## src/rtl/contador_parametrizado.sv

```systemverilog
// Run/stop cycle timer: counts from a start pulse up to a latched limit, flags a latched
// threshold, and either stops at the limit or wraps while tallying completed periods.
module contador_parametrizado #(
  parameter int WIDTH  = 8,
  parameter int WRAP_W = 4
) (
  input  logic              clock,
  input  logic              reset,
  input  logic              start,
  input  logic              clear,
  input  logic              pause,
  input  logic              recycle,
  input  logic [WIDTH-1:0]  limit,
  input  logic [WIDTH-1:0]  thresh,
  output logic [WIDTH-1:0]  count,
  output logic              q,
  output logic              done,
  output logic              wrap_pulse,
  output logic [WRAP_W-1:0] wrap_count,
  output logic              busy
);

  typedef enum logic [1:0] {
    IDLE = 2'd0,
    RUN  = 2'd1,
    DONE = 2'd2
  } state_t;

  state_t              state_q, state_d;
  logic [WIDTH-1:0]    count_q, count_d;
  logic [WIDTH-1:0]    limit_q, limit_d;
  logic [WIDTH-1:0]    thresh_q, thresh_d;
  logic                recycle_q, recycle_d;
  logic                q_q, q_d;
  logic                wrap_pulse_q, wrap_pulse_d;
  logic [WRAP_W-1:0]   wrap_count_q, wrap_count_d;

  always_comb begin
    state_d      = state_q;
    count_d      = count_q;
    limit_d      = limit_q;
    thresh_d     = thresh_q;
    recycle_d    = recycle_q;
    wrap_pulse_d = 1'b0;
    wrap_count_d = wrap_count_q;

    if (clear) begin
      state_d      = IDLE;
      count_d      = '0;
      wrap_count_d = '0;
    end else if (start) begin
      state_d      = RUN;
      count_d      = '0;
      wrap_count_d = '0;
      limit_d      = limit;
      thresh_d     = thresh;
      recycle_d    = recycle;
    end else begin
      case (state_q)
        IDLE: begin
          count_d = '0;
        end
        RUN: begin
          if (!pause) begin
            if (count_q == limit_q) begin
              if (recycle_q) begin
                count_d      = '0;
                wrap_pulse_d = 1'b1;
                if (wrap_count_q != '1) begin
                  wrap_count_d = wrap_count_q + 1'b1;
                end
              end else begin
                state_d = DONE;
              end
            end else begin
              count_d = count_q + 1'b1;
              // Entering DONE on the same edge that reaches the limit keeps done aligned with count
              if (!recycle_q && (count_d == limit_q)) begin
                state_d = DONE;
              end
            end
          end
        end
        DONE: begin
          count_d = limit_q;
        end
        default: begin
          state_d      = IDLE;
          count_d      = '0;
          wrap_count_d = '0;
        end
      endcase
    end

    q_d = (state_d != IDLE) && (count_d >= thresh_d);
  end

  always_ff @(posedge clock) begin
    if (!reset) begin
      state_q      <= IDLE;
      count_q      <= '0;
      limit_q      <= '0;
      thresh_q     <= '0;
      recycle_q    <= 1'b0;
      q_q          <= 1'b0;
      wrap_pulse_q <= 1'b0;
      wrap_count_q <= '0;
    end else begin
      state_q      <= state_d;
      count_q      <= count_d;
      limit_q      <= limit_d;
      thresh_q     <= thresh_d;
      recycle_q    <= recycle_d;
      q_q          <= q_d;
      wrap_pulse_q <= wrap_pulse_d;
      wrap_count_q <= wrap_count_d;
    end
  end

  assign count      = count_q;
  assign q          = q_q;
  assign done       = (state_q == DONE);
  assign busy       = (state_q == RUN);
  assign wrap_pulse = wrap_pulse_q;
  assign wrap_count = wrap_count_q;

endmodule

```

## config.mk

```make
export PLATFORM = sky130hd
export DESIGN_NAME = contador_parametrizado
export DESIGN_NICKNAME = d
export VERILOG_FILES = /design/src/rtl/contador_parametrizado.sv
export SDC_FILE = /design/constraint.sdc
export NUM_CORES = 1
export LEC_CHECK = 0
export BUFFER_PORTS_ARGS = -buffer_cell sky130_fd_sc_hd__buf_4
export CORE_AREA = 5 5 73 88
export DETAILED_ROUTE_END_ITERATION = 10
export DIE_AREA = 0 0 78 93
export PLACE_DENSITY_LB_ADDON = 0.12
export SETUP_SLACK_MARGIN = 0.1
export SLEW_MARGIN = 30
export SYNTH_ARGS = -nofsm -noshare
export SYNTH_HDL_FRONTEND = slang
export SYNTH_SLANG_ARGS = --single-unit
```

## constraint.sdc

```tcl
create_clock -name clock -period 6.4 [get_ports clock]
set_clock_uncertainty 0.05 [all_clocks]
set_input_delay 1.28 -clock clock [delete_from_list [all_inputs] [get_ports clock]]
set_output_delay 1.28 -clock clock [all_outputs]
set_load 0.1 [all_outputs]
```

# --- Word-level counts from Yosys, hierarchy flattened ---
# Index checks and enable logic that the tools add are counted.
totals:
  register_bits: 33
  input_bits: 22
  out_inout_bits: 16
  wordCells: 56
classes:
  addsub: 2
  magnitude_cmp: 1
  n_eq_ne: 9
  muxes: 21
  n_bitwise: 5
  n_reduce_logical: 10
ops:
  columns: ["operator", "count"]
  rows:
  - ["$mux 8", 7]
  - ["$eq 8x8->1", 2]
  - ["$mux 4", 4]
  - ["$pmux 8 s2", 1]
  - ["$mux 2", 6]
  - ["$add 8x1->8 const B", 1]
  - ["$ge 8x8->1", 1]
  - ["$pmux 4 s2", 1]
  - ["$ne 2x1->1 const B", 3]
  - ["$reduce_or 6->1", 1]
  - ["$not 1->1", 5]
  - ["$reduce_and 5->1", 1]
  - ["$add 4x1->4 const B", 1]
  - ["$ne 4x4->1 const B", 1]
  - ["$pmux 2 s2", 1]
  - ["$reduce_or 3->1", 1]
  - ["$eq 2x1->1 const B", 1]
  - ["$eq 2x2->1 const B", 1]
  - ["$logic_and 1x1->1", 2]
  - ["$logic_not 2->1", 1]
  - ["$ne 2x2->1 const B", 1]
  - ["$reduce_and 2->1", 1]
  - ["$reduce_bool 2->1", 1]
  - ["$reduce_or 2->1", 1]
  - ["other kinds (2)", 2]

# --- Depth between registers and ports, before layout ---
depth:
  word_depth: 11
  ltp_mapped: 14
  ltp_nobuf: 13

# --- Worst setup path before layout ---
# OpenSTA, ideal clock, no wires.
synth_path:
  path_type: "register -> register"
  startpoint: "register count_q[0], in the netlist count[0]"
  endpoint: "register q_q, in the netlist q"
  setup_ns: 0.119
  arrival_time_ns: 3.355
  required_ns: 6.231
  slack_ns: 2.876
  stages_incl_launch_ff: 15
  path_buffers: 1
  period_less_slack_ns: 3.524
  path_cell_list: "dfxtp_1 clkbuf_1 xnor2_1 nand4_2 o31ai_4 a21bo_2 a22o_1 nand2_1 ha_1 nand2b_1 a21o_1 a21o_1 a21oi_1 o21ai_0 o221a_1"
synth_between:
  elab_chain_cells: 11
  elab_cells_between_ends: 19
synth_rtl:
  columns: ["element", "line_no", "text"]
  rows:
  - ["start, declared", "30", "logic [WIDTH-1:0] count_q, count_d;"]
  - ["start signal, assigned", "110", "count_q <= count_d;"]
  - ["$add 8x1->8", "76", "count_d = count_q + 1'b1;"]
  - ["$eq 8x8->1", "78", "if (!recycle_q && (count_d == limit_q)) begin"]
  - ["$logic_and 1x1->1", "78", null]
  - ["$mux 2", "78", null]
  - ["$mux 2", "65", "if (count_q == limit_q) begin"]
  - ["$mux 2", "64", "if (!pause) begin"]
  - ["$pmux 2 s2", "59", "case (state_q)"]
  - ["$mux 2", "51", "end else if (start) begin"]
  - ["$mux 2", "47", "if (clear) begin"]
  - ["$reduce_bool 2->1", "95", "q_d = (state_d != IDLE) && (count_d >= thresh_d);"]
  - ["$logic_and 1x1->1 *", "95", null]
  - ["end signal, assigned", "114", "q_q <= q_d;"]
  - ["end, declared", "34", "logic q_q, q_d;"]
# Mark *: on every way between the ends. The rest lies on a longest branch, timed or not.
# A chain may end at the register's enable or synchronous reset.

# --- Worst setup path in the final report ---
layout_path:
  startpoint: "input pause"
  endpoint: "register q_q, in the netlist q"
layout_between:
  elab_chain_cells: 6
  elab_cells_between_ends: 11
layout_rtl:
  columns: ["element", "line_no", "text"]
  rows:
  - ["start, declared", "11", "input logic pause,"]
  - ["$mux 8 / $mux 2 (equally long branches)", "64", null]
  - ["$pmux 8 s2 / $pmux 2 s2 (equally long branches)", "59", null]
  - ["$mux 8 / $mux 2 (equally long branches)", "51", null]
  - ["$mux 8 / $mux 2 (equally long branches)", "47", null]
  - ["$ge 8x8->1 / $reduce_bool 2->1 (equally long branches)", "95", null]
  - ["$logic_and 1x1->1 *", "95", null]
# Marks and branches as above.

==> impl_metrics.toml <==
[setup_path]
timing.rr.end = "q$_SDFF_PN0_"
critPathCaptureType = "flip-flop"
cp.required_ps = 6520
cpPeakStageDelay_ps = 230
worst-setup-path-type = "in -> reg"
reg2reg_depth = 13
crit_top_cell = "a21o_1"
crit_path_end = "q$_SDFF_PN0_"
cp_max_fo = 8
reg2reg_slack_ps = 3250
slowest_stage = "a21bo_2"
cp.arrival_ps = 3300
r2r_start = "count[7]$_SDFF_PN0_"
critPathLaunchType = "primary input"
setup.worst_path.start = "pause"
cp_cell_sequence = "buf_4 -> inv_1 -> o31ai_4 -> a21bo_2 -> a22o_1 -> nand2_1 -> ha_1 -> nand2b_1 -> a21o_1 -> a21o_1 -> a21oi_1 -> o21ai_0 -> o221a_1"

[drt]
wl_mm = 5.189
ant_nets = 0
drt_iter0_markers = 83
wl_per_cell_um = 14.95
first_pass_iters = 4
vias = 1796
drc = 0
viasPerCell = 5.176

[placed_design]
pre_cts_slack_ps = 2932
post-place-cells = 339
place_congestion = 0.8032
dp_hpwl_mm = 4.097
io_buffers = 37

[sta]
tns_ps = 0
maxSlewViolCount = 0
hold_viol_final = 0
holdWs_ps = 453.1
tightest_slew_ps = 509.5
setup-violations-final = 0
rsz0062_at_grt = "no"
slew_headroom_pct = 66.03
worst_slack_ps = 3216
timing.fmax_mhz = 314.0
period_minus_slack_ps = 3184
post-route-period-util_pct = 49.75

[grt]
antenna_found_initial = 0
track_usage_pct = 14.70
grt_pass1_vias = 1726
grt_max_degree = 20
grt-ovfl-total = 0
grt_pass1_wl_mm = 8.638

[synthesis]
yosysSeqAreaShare_pct = 31.02
synth_edf_count = 0
synth_seq_cells = 33
synthCells = 249
async_reset_ff_share_pct = 0
yosysTopAreaCellShare_pct = 31.02
syn_area_sq_um = 2130
synth_top_area_cell = "dfxtp_1"
synth_area_leaders = "dfxtp_1 (31%), ha_1 (8.2%), nand2_1 (6.0%), mux2i_1 (4.7%), xnor2_1 (4.1%)"
yosys.cell_count.top_type = "nand2_1"
synthFlopType = "dfxtp_1"
synthTopCellsByCount = "nand2_1 (34), dfxtp_1 (33), nor2_1 (21)"
synth.avg_cell_area_sq_um = 8.552
syn_nets = 285
synth_cell_types = 53
synth_warnings = 0

[die]
io_pins = 38
chipHeight_um = 93
core-area_sq_um = 5518
die_area_sq_um = 7254
die_x_um = 78
start_util_pct = 38.59
rows = 30

[clocking]
cts_buffers = 5
cts_max_path_buffers = 2
h-tree-depth = 2
root_buffer = "clkbuf_8"
post_cts_buffers = 0
clk_pin_slew_worst_paths_ps = 60
clk_latency_ps = 280
cts.sinks = 33
postCtsHoldBufs = 0
cts_tree = "done"
cts-resized-gates = 0

[finish]
diodes = 0
syn_to_final_growth_pct = 18.45
drive_gt1_share_pct = 19.79
finish.utilization_pct = 45.71
stdcell_count = 347
nets = 318
fillers = 557

[outcome]
status = "complete, no violations"

[power_and_ir_drop]
power_density_nw_per_um2 = 175.2
leakagePower_uw = 0.0009487
vdd_drop_max_uv = 123.8

[min_path]
hold_class = "reg -> reg"

[flow_run]
maxCapViolations = 0
## flip-flops by register name (all words and copies together), names as in the netlist
register,cells
recycle_q,1
wrap_count,4
thresh_q,8
state_q,2
wrap_pulse,1
limit_q,8
count,8
q,1
## layout by cell type (no fill, tap or decap), types with 5 or more instances in the layout
master and count:
a21boi_0 9, a21oi_1 6, a22o_1 5, and2_1 6, buf_4 38, clkbuf_8 5
dfxtp_1 33, ha_1 14, inv_1 5, mux2i_1 10, nand2_1 34, nand3_1 5
nor2_1 21, nor2b_1 13, nor3_1 7, o2bb2ai_1 6, xnor2_1 10
## stage by stage
stage	total power, uW	area (sq um)
after detailed placement	298.8	2442
final	441.9	2522
after floorplan	273.9	2130
after CTS	449.6	2522
after global routing	464.9	2522
after global placement	298.8	2442
## routing by layer
layer	up-vias	track usage (%)	share of wire [%]
li1	955	-	-
met1	809	18.18	46
met2	28	24.93	49
met3	4	2.890	3.4
met4	0	5.775	0.96
met5	-	0	0
## critical path: cells and delay by family
family	cells	cell delay [ps]
compound gates	8	1280
fa+ha+maj	1	220
buf+inv	2	310
simple gates	2	210
## power by group
| part | internal, uW | switching (uW) | total (uW) |
|---|---|---|---|
| Clock | 77.2 | 71.0 | 148 |
| Sequential | 212 | 6.04 | 218 |
| Combinational | 31.8 | 44.4 | 76.2 |
| Total | 320 | 121 | 442 |
## cells by family after synthesis
family / share of synthesized area (%)
buf+inv: 3.349
compound gates: 20.50
xor+xnor: 6.111
mux: 5.934
fa+ha+maj: 8.226
flops: 31.02
simple gates: 24.85
## final cells by class
| class | instances | area [sq um] | area share (%) |
|---|---|---|---|
| inverters | 5 | 18.77 | 0.7440 |
| well taps | 64 | 80.08 | 3.175 |
| clock buffers | 8 | 80.08 | 3.175 |
| repair buffers | 38 | 285.3 | 11.31 |
| flip-flops and latches | 33 | 660.6 | 26.19 |
| multi-input cells | 199 | 1398 | 55.41 |
## how the worst min path moves through the flow
| stage | from | endpoint | slack [ps] | cells after the start |
|---|---|---|---|---|
| floorplan | limit_q[0]$_SDFFE_PN0P_ | limit_q[0]$_SDFFE_PN0P_ | 420 | 2 |
| global placement | limit_q[3]$_SDFFE_PN0P_ | limit_q[3]$_SDFFE_PN0P_ | 440 | 2 |
| detailed placement | limit_q[3]$_SDFFE_PN0P_ | limit_q[3]$_SDFFE_PN0P_ | 450 | 2 |
| CTS | limit_q[3]$_SDFFE_PN0P_ | limit_q[3]$_SDFFE_PN0P_ | 460 | 2 |
| global route | limit_q[3]$_SDFFE_PN0P_ | limit_q[3]$_SDFFE_PN0P_ | 490 | 2 |
| finish | limit_q[3]$_SDFFE_PN0P_ | limit_q[3]$_SDFFE_PN0P_ | 450 | 2 |
Power figures use the tool's default switching activity.
